[src/rtl/mpu_spi_responder_if.sv]
// SPI pin bundle between the accel SPI master and the MPU9250 emulator.
// Pin names follow the accel master's naming so board wiring reads 1:1.
interface mpu_spi_responder_if;
  logic SPI_SS_a;  // slave select, active-low
  logic SPI_CK_a;  // SCLK, mode 3 (idles high)
  logic SPI_DO_a;  // master-out / slave-in
  logic SPI_DI_a;  // master-in / slave-out

  modport master (output SPI_SS_a, SPI_CK_a, SPI_DO_a, input SPI_DI_a);
  modport slave  (input SPI_SS_a, SPI_CK_a, SPI_DO_a, output SPI_DI_a);
endinterface

[src/rtl/mpu_spi_responder.sv]
// MPU9250 accelerometer register-interface emulator (SPI mode 3 slave).
// Oversamples the SPI pins with the system clock, decodes R/W + address,
// serves accel snapshots and WHO_AM_I, and holds the writable config regs.
module mpu_spi_responder #(
  parameter logic [7:0] WHO_AM_I_VAL   = 8'h71,
  parameter logic [7:0] PWR_MGMT_1_RST = 8'h01
) (
  input  logic                      clk,
  input  logic                      reset,
  mpu_spi_responder_if.slave        spi,
  input  logic [15:0]               accel_x_in,
  input  logic [15:0]               accel_y_in,
  input  logic [15:0]               accel_z_in,
  input  logic                      sample_valid,
  output logic [7:0]                pwr_mgmt_1,
  output logic [7:0]                int_pin_cfg,
  output logic                      wr_strobe,
  output logic [6:0]                wr_addr,
  output logic [7:0]                wr_data
);

  localparam logic [6:0] ADDR_ACCEL_XH  = 7'h3B;
  localparam logic [6:0] ADDR_ACCEL_XL  = 7'h3C;
  localparam logic [6:0] ADDR_ACCEL_YH  = 7'h3D;
  localparam logic [6:0] ADDR_ACCEL_YL  = 7'h3E;
  localparam logic [6:0] ADDR_ACCEL_ZH  = 7'h3F;
  localparam logic [6:0] ADDR_ACCEL_ZL  = 7'h40;
  localparam logic [6:0] ADDR_INT_PIN   = 7'h37;
  localparam logic [6:0] ADDR_PWR_MGMT  = 7'h6B;
  localparam logic [6:0] ADDR_WHO_AM_I  = 7'h75;

  typedef enum logic [1:0] {IDLE, ADDR, DATA} state_t;

  state_t      state_q, state_d;

  logic        ss_meta, ss_sync, ss_prev;
  logic        ck_meta, ck_sync, ck_prev;
  logic        do_meta, do_sync;
  logic        ck_rise, ck_fall, ss_fall;

  logic [2:0]  bit_cnt;
  logic [6:0]  rx_shift;
  logic [7:0]  rx_byte;
  logic        byte_done;
  logic        rw;
  logic [6:0]  addr;
  logic [6:0]  addr_next;
  logic [7:0]  tx_shift;
  logic        miso;

  logic [15:0] shadow_x, shadow_y, shadow_z;
  logic [15:0] pend_x, pend_y, pend_z;
  logic        pending;

  // Two-flop synchronisers plus one history flop for edge detection.
  // The SS chain resets to 0 so that a frame already in progress when reset
  // releases never shows up as a falling SS: the block waits for a real
  // SS rise and fall before decoding again.
  always_ff @(posedge clk or negedge reset) begin
    if (!reset) begin
      ss_meta <= 1'b0;
      ss_sync <= 1'b0;
      ss_prev <= 1'b0;
      ck_meta <= 1'b1;
      ck_sync <= 1'b1;
      ck_prev <= 1'b1;
      do_meta <= 1'b0;
      do_sync <= 1'b0;
    end else begin
      // NOTE: non-blocking assignments let every flop sample the old value
      // of its predecessor, which is what makes this a two-stage chain.
      ss_meta <= spi.SPI_SS_a;
      ss_sync <= ss_meta;
      ss_prev <= ss_sync;
      ck_meta <= spi.SPI_CK_a;
      ck_sync <= ck_meta;
      ck_prev <= ck_sync;
      do_meta <= spi.SPI_DO_a;
      do_sync <= do_meta;
    end
  end

  assign ck_rise   = ck_sync & ~ck_prev;
  assign ck_fall   = ~ck_sync & ck_prev;
  assign ss_fall   = ss_prev & ~ss_sync;
  assign rx_byte   = {rx_shift, do_sync};
  assign byte_done = ck_rise && (bit_cnt == 3'd7);
  assign addr_next = addr + 7'd1;

  // Register-map read decode shared by the first load and burst reloads.
  function automatic logic [7:0] reg_read(input logic [6:0] a);
    logic [7:0] d;
    d = 8'h00;
    unique case (a)
      ADDR_ACCEL_XH: d = shadow_x[15:8];
      ADDR_ACCEL_XL: d = shadow_x[7:0];
      ADDR_ACCEL_YH: d = shadow_y[15:8];
      ADDR_ACCEL_YL: d = shadow_y[7:0];
      ADDR_ACCEL_ZH: d = shadow_z[15:8];
      ADDR_ACCEL_ZL: d = shadow_z[7:0];
      ADDR_INT_PIN:  d = int_pin_cfg;
      ADDR_PWR_MGMT: d = pwr_mgmt_1;
      ADDR_WHO_AM_I: d = WHO_AM_I_VAL;
      default:       d = 8'h00;
    endcase
    return d;
  endfunction

  // FSM state register.
  always_ff @(posedge clk or negedge reset) begin
    if (!reset) state_q <= IDLE;
    else        state_q <= state_d;
  end

  // FSM next-state logic; SS high aborts any frame from any state.
  always_comb begin
    // NOTE: assigning the default first means every path drives state_d,
    // so no latch is inferred.
    state_d = state_q;
    unique case (state_q)
      IDLE:    if (ss_fall) state_d = ADDR;
      ADDR:    if (ss_sync) state_d = IDLE;
               else if (byte_done) state_d = DATA;
      DATA:    if (ss_sync) state_d = IDLE;
      default: state_d = IDLE;
    endcase
  end

  // Bit/byte datapath: shift MOSI in on rises, MISO out on falls, commit
  // writes and reload read data on each completed byte. A completing rise
  // seen together with SS high still commits before the frame closes.
  always_ff @(posedge clk or negedge reset) begin
    if (!reset) begin
      bit_cnt     <= 3'd0;
      rx_shift    <= 7'd0;
      rw          <= 1'b0;
      addr        <= 7'd0;
      tx_shift    <= 8'd0;
      miso        <= 1'b0;
      pwr_mgmt_1  <= PWR_MGMT_1_RST;
      int_pin_cfg <= 8'h00;
      wr_strobe   <= 1'b0;
      wr_addr     <= 7'd0;
      wr_data     <= 8'd0;
    end else begin
      wr_strobe <= 1'b0;
      unique case (state_q)
        IDLE: begin
          bit_cnt <= 3'd0;
          miso    <= 1'b0;
        end
        ADDR: begin
          if (ck_rise) begin
            rx_shift <= rx_byte[6:0];
            bit_cnt  <= bit_cnt + 3'd1;
            if (byte_done) begin
              rw       <= rx_byte[7];
              addr     <= rx_byte[6:0];
              tx_shift <= rx_byte[7] ? reg_read(rx_byte[6:0]) : 8'h00;
            end
          end
        end
        DATA: begin
          if (ck_rise) begin
            rx_shift <= rx_byte[6:0];
            bit_cnt  <= bit_cnt + 3'd1;
            if (byte_done) begin
              if (rw) begin
                tx_shift <= reg_read(addr_next);
              end else begin
                wr_strobe <= 1'b1;
                wr_addr   <= addr;
                wr_data   <= rx_byte;
                if (addr == ADDR_INT_PIN)  int_pin_cfg <= rx_byte;
                if (addr == ADDR_PWR_MGMT) pwr_mgmt_1  <= rx_byte;
              end
              addr <= addr_next;
            end
          end else if (ck_fall && !ss_sync) begin
            miso     <= rw & tx_shift[7];
            tx_shift <= {tx_shift[6:0], 1'b0};
          end
        end
        default: begin
          bit_cnt <= 3'd0;
          miso    <= 1'b0;
        end
      endcase
    end
  end

  // Accel snapshot: load directly when idle, otherwise park the newest
  // sample and apply it as SS returns high so a frame never sees a torn one.
  always_ff @(posedge clk or negedge reset) begin
    if (!reset) begin
      shadow_x <= 16'd0;
      shadow_y <= 16'd0;
      shadow_z <= 16'd0;
      pend_x   <= 16'd0;
      pend_y   <= 16'd0;
      pend_z   <= 16'd0;
      pending  <= 1'b0;
    end else if (state_q == IDLE) begin
      pending <= 1'b0;
      if (sample_valid) begin
        shadow_x <= accel_x_in;
        shadow_y <= accel_y_in;
        shadow_z <= accel_z_in;
      end
    end else if (ss_sync) begin
      pending <= 1'b0;
      if (sample_valid) begin
        shadow_x <= accel_x_in;
        shadow_y <= accel_y_in;
        shadow_z <= accel_z_in;
      end else if (pending) begin
        shadow_x <= pend_x;
        shadow_y <= pend_y;
        shadow_z <= pend_z;
      end
    end else if (sample_valid) begin
      pend_x  <= accel_x_in;
      pend_y  <= accel_y_in;
      pend_z  <= accel_z_in;
      pending <= 1'b1;
    end
  end

  assign spi.SPI_DI_a = miso;

endmodule

[src/flat_wrapper.sv]
// flat-port wrapper written by rule: the top's interface ports become plain ports
module mpu_spi_responder_flat 
#(
  parameter logic [7:0] WHO_AM_I_VAL   = 8'h71,
  parameter logic [7:0] PWR_MGMT_1_RST = 8'h01
)
  (clk, reset, accel_x_in, accel_y_in, accel_z_in, sample_valid, pwr_mgmt_1, int_pin_cfg, wr_strobe, wr_addr, wr_data, spi_SPI_SS_a, spi_SPI_CK_a, spi_SPI_DO_a, spi_SPI_DI_a);
  mpu_spi_responder_if spi_i ();
  input  logic clk;
  input  logic reset;
  input  logic [15:0] accel_x_in;
  input  logic [15:0] accel_y_in;
  input  logic [15:0] accel_z_in;
  input  logic sample_valid;
  output logic [7:0] pwr_mgmt_1;
  output logic [7:0] int_pin_cfg;
  output logic wr_strobe;
  output logic [6:0] wr_addr;
  output logic [7:0] wr_data;
  input wire logic [$bits(spi_i.SPI_SS_a)-1:0] spi_SPI_SS_a;
  input wire logic [$bits(spi_i.SPI_CK_a)-1:0] spi_SPI_CK_a;
  input wire logic [$bits(spi_i.SPI_DO_a)-1:0] spi_SPI_DO_a;
  output wire logic [$bits(spi_i.SPI_DI_a)-1:0] spi_SPI_DI_a;
  assign spi_i.SPI_SS_a = spi_SPI_SS_a;
  assign spi_i.SPI_CK_a = spi_SPI_CK_a;
  assign spi_i.SPI_DO_a = spi_SPI_DO_a;
  assign spi_SPI_DI_a = spi_i.SPI_DI_a;
  mpu_spi_responder #(.WHO_AM_I_VAL(WHO_AM_I_VAL), .PWR_MGMT_1_RST(PWR_MGMT_1_RST)) u_core (.clk(clk), .reset(reset), .spi(spi_i), .accel_x_in(accel_x_in), .accel_y_in(accel_y_in), .accel_z_in(accel_z_in), .sample_valid(sample_valid), .pwr_mgmt_1(pwr_mgmt_1), .int_pin_cfg(int_pin_cfg), .wr_strobe(wr_strobe), .wr_addr(wr_addr), .wr_data(wr_data));
endmodule
[config.mk]
export PLATFORM = sky130hd
export DESIGN_NAME = mpu_spi_responder_flat
export DESIGN_NICKNAME = d
export VERILOG_FILES = /design/src/rtl/mpu_spi_responder_if.sv /design/src/rtl/mpu_spi_responder.sv /design/src/flat_wrapper.sv
export SDC_FILE = /design/constraint.sdc
export NUM_CORES = 1
export LEC_CHECK = 0
export ABC_AREA = 1
export CAP_MARGIN = 40
export CORE_ASPECT_RATIO = 2
export CORE_UTILIZATION = 45
export DETAILED_ROUTE_END_ITERATION = 7
export GPL_TIMING_DRIVEN = 0
export PLACE_DENSITY = 0.7
export SLEW_MARGIN = 20
export SYNTH_ARGS = -nofsm -noshare
export SYNTH_HDL_FRONTEND = slang
export SYNTH_SLANG_ARGS = --single-unit
[constraint.sdc]
create_clock -name clk -period 3.75 [get_ports clk]
set_input_delay 0.5625 -clock clk [delete_from_list [all_inputs] [get_ports clk]]
set_output_delay 0.5625 -clock clk [all_outputs]
set_load 0.01 [all_outputs]
==> out/summary.txt <==
status: completed
Area Growth Syn to Fin: 21.37%
Sequential Power Share: 41.6%
Die H: 197.3 µm
Seq/Total Area, Yosys: 48.48%
CTS Hold Buffers Added: 0
Sw Pwr: 2660 µW
type of the worst setup path: flip-flop to flip-flop
Synth top area share: 47.25%
Int Power: 4141 µW
combinational share of power: 31.4%
Post CTS Setup Buffer Count: 0
WP data required: 4.08 ns
share of layout cells above drive strength 1: 8.320%
Least-Margin Pin Slew: 0.7666 ns
Clock Power Share: 27.0%
syn avg cell area: 7.849 µm²
Cell Rows: 71
Synth top cells by count: nand2_1, o21ai_0, dfrtp_1
final-report hold violation count: 0
RSZ-0062 raised after global routing: no
Simple-Gate Fraction of Synth Area: 23.83%
Post-Place Cells: 1436
max_slew headroom: 48.35%
initial antenna violation count: 0
design area: 10410 µm²
Post-Syn Area: 8579 µm²
max_cap viols: 0
EDFF count, synth: 0
flop-to-flop setup slack: 0.66 ns
dpl cell area: 9797 µm²
fraction of registers with async set/reset: 100.0%
routed vias/inst: 5.240
most common cell in the netlist: nand2_1
Worst Reg2Reg Path Length in Cells: 10
ANT cells: 0
CTS max path bufs: 2
post-DR wirelength/cell: 18.53 µm
count of pins over their slew limit: 0
adder-cell area share of the yosys netlist: 1.458%
top cells by area, synth: dfrtp_1, nand2_1, o21ai_0
Post-DRT Antenna Nets: 0
total number of vias: 7698
Min Clock Period, post-route: 3.094 ns
Synth Register Bits: 166
pin count of the biggest net entering global routing: 99
Num Clock Sinks: 166
Peak Freq: 323.3 MHz
first-pass GRT wire length: 43200 µm
post-synthesis compound-gate area fraction: 17.72%
die area: 19660 µm²
worst hold slack: 0.04581 ns
quantity of gates resized following cts: 0
CTS clk-pin slew, worst paths: 0.07 ns
clk root buf: clkbuf_16
final worst-path cycle share: 82.49%
Core Area: 18740 µm²
FF-to-FF End: u_core.tx_shift[6]$_DFFE_PN0P_
Sw Ratio: 39.11%
yosys warns: 0
hold crit path type: input pin to async pin
Die Wd: 99.64 µm
Layout fillers: 1810
R2R Path Start: u_core.ck_sync$_DFF_PN1_
syn_nets: 1157
data arrival time of the worst path: 3.42 ns
H-tree depth: 4
largest family of logic cells by synthesized area: simple AND/OR/NAND/NOR gates
DRC: 0
Synth Flop Type: dfrtp_1
total CTS buffers: 17
Cell Pwr Density: 653.2 nW/µm²
CP startpoint kind: flip-flop
Max IR drop VDD: 0.3929 mV
# nets final: 1265
final wirelength: 27210 µm
leading area contributor after synthesis: dfrtp_1
initial DRC count: 388
final setup vio count: 0
Max Fanout on Critical Path: 10
drt pass-1 iters: 5
mux share of post-synthesis cell area: 0%
CP endpoint kind: flip-flop
Worst-Skew Late Latency: 0.44 ns
GP Congestion: 0.9997
io pins: 87
Synth Area in XOR/XNOR: 0%
Final HPWL DP: 21700 µm
gate count of the mapped netlist: 1093
Leak: 0.004757 µW
Clock Skew: 0.01221 ns
vias in the first global route: 7971
TritonCTS clock tree: yes
remaining global-route overflow: 0
starting density of the core: 45.77%
overall routing resource usage: 29.89%
Port-buffer cells: 86
Netlist cell types: 38
Layout Cells excl Fill: 1469
## cells in the final DEF, fill, tap and decap left out, types with 8 or more instances in the layout
master / netlist / layout
nand3_2: 14 / 14
o21ai_0: 204 / 204
clkbuf_16: 0 / 17
nor2_1: 67 / 67
o21a_1: 10 / 10
o211ai_1: 12 / 12
dfrtp_1: 162 / 162
clkdlybuf4s50_1: 0 / 85
a21oi_2: 8 / 8
clkbuf_1: 33 / 33
nand3_1: 44 / 44
inv_1: 129 / 129
ha_1: 10 / 10
o21ai_1: 14 / 14
a21oi_1: 23 / 23
nand2_1: 296 / 296
## per-layer routing
metal	part of all wire, %	vias to the layer above	GRT usage, %	routed length [µm]
li1	-	3753	-	-
met1	33	3603	27.97	9042
met2	53	228	54.66	14510
met3	2.8	114	3.786	762
met4	11	0	28.27	2898
met5	0	-	0	0
## registers in the layout (all words and copies together) (netlist names), 2 cells and up
| name | count |
|---|---|
| u_core.pend_y | 16 |
| u_core.shadow_z | 16 |
| u_core.tx_shift | 8 |
| u_core.shadow_y | 16 |
| u_core.addr | 7 |
| u_core.wr_addr | 7 |
| u_core.wr_data | 8 |
| u_core.state_q | 2 |
| u_core.pwr_mgmt_1 | 8 |
| u_core.pend_x | 16 |
| u_core.rx_shift | 7 |
| u_core.int_pin_cfg | 8 |
| u_core.pend_z | 16 |
| u_core.bit_cnt | 3 |
| u_core.shadow_x | 16 |
## power by group through the flow
stage	sequential, µW	combinational [µW]	clock [µW]
final	2830	2140	1830
after global placement	2830	2080	0
after floorplan	2730	1450	0
after CTS	2820	2140	1850
after detailed placement	2850	2130	0
after global routing	2910	2420	1920
## cell families after synthesis
logic type / count (synthesis)
adder cells (fa/ha/maj): 10
flip-flops: 166
AND/OR/NAND/NOR: 457
buffers and inverters: 179
AO/OA/AOI/OAI: 281
## worst max path at each step
stage	from	to	slack (ns)	cells after the start
2_1_floorplan	u_core.addr[0]$_DFFE_PN0P_	u_core.tx_shift[0]$_DFFE_PN0P_	1.78	14
5_1_grt	u_core.ck_sync$_DFF_PN1_	u_core.tx_shift[5]$_DFFE_PN0P_	0.52	10
3_5_place_dp	sample_valid	u_core.shadow_z[10]$_DFFE_PN0P_	0.68	8
6_report	u_core.ck_sync$_DFF_PN1_	u_core.tx_shift[6]$_DFFE_PN0P_	0.66	10
3_3_place_gp	reset	u_core.pend_x[5]$_DFFE_PN0P_	-4.62	1
4_1_cts	u_core.ck_sync$_DFF_PN1_	u_core.tx_shift[6]$_DFFE_PN0P_	0.80	10
## per-stage QoR
stage | worst slack (ns) | utilization, % | total power (µW) | TNS (ns)
global placement | -4.624 | 52.07 | 4914 | -756.97
CTS | 0.8039 | 55.51 | 6809 | 0
detailed placement | 0.6819 | 52.27 | 4982 | 0
global route | 0.5197 | 55.55 | 7239 | 0
finish | 0.6564 | 55.55 | 6801 | 0
floorplan | 1.778 | - | 4173 | 0
## final cells by class
type                       count  area (µm²)  area share [%]
clock inverter                12       141.4           1.358
buffer                        44       224.0           2.151
multi-input combinational    748        3690           35.44
tap                          255       319.1           3.064
inverter                     135       506.7           4.867
sequential                   166        4159           39.94
clock buffer                  20       466.7           4.482
timing repair buffer          89       905.9           8.700
## critical path, cell delays in order (launching register included)
cell      delay, ns
dfstp_2        0.53
inv_1          0.05
nor2_1         0.56
inv_1          0.26
a21oi_1        0.23
nand2_1        0.28
inv_1          0.25
clkbuf_1       0.47
nand2_1        0.11
a21oi_1        0.17
a21oi_2        0.07
(Power assumes the default switching activity.)
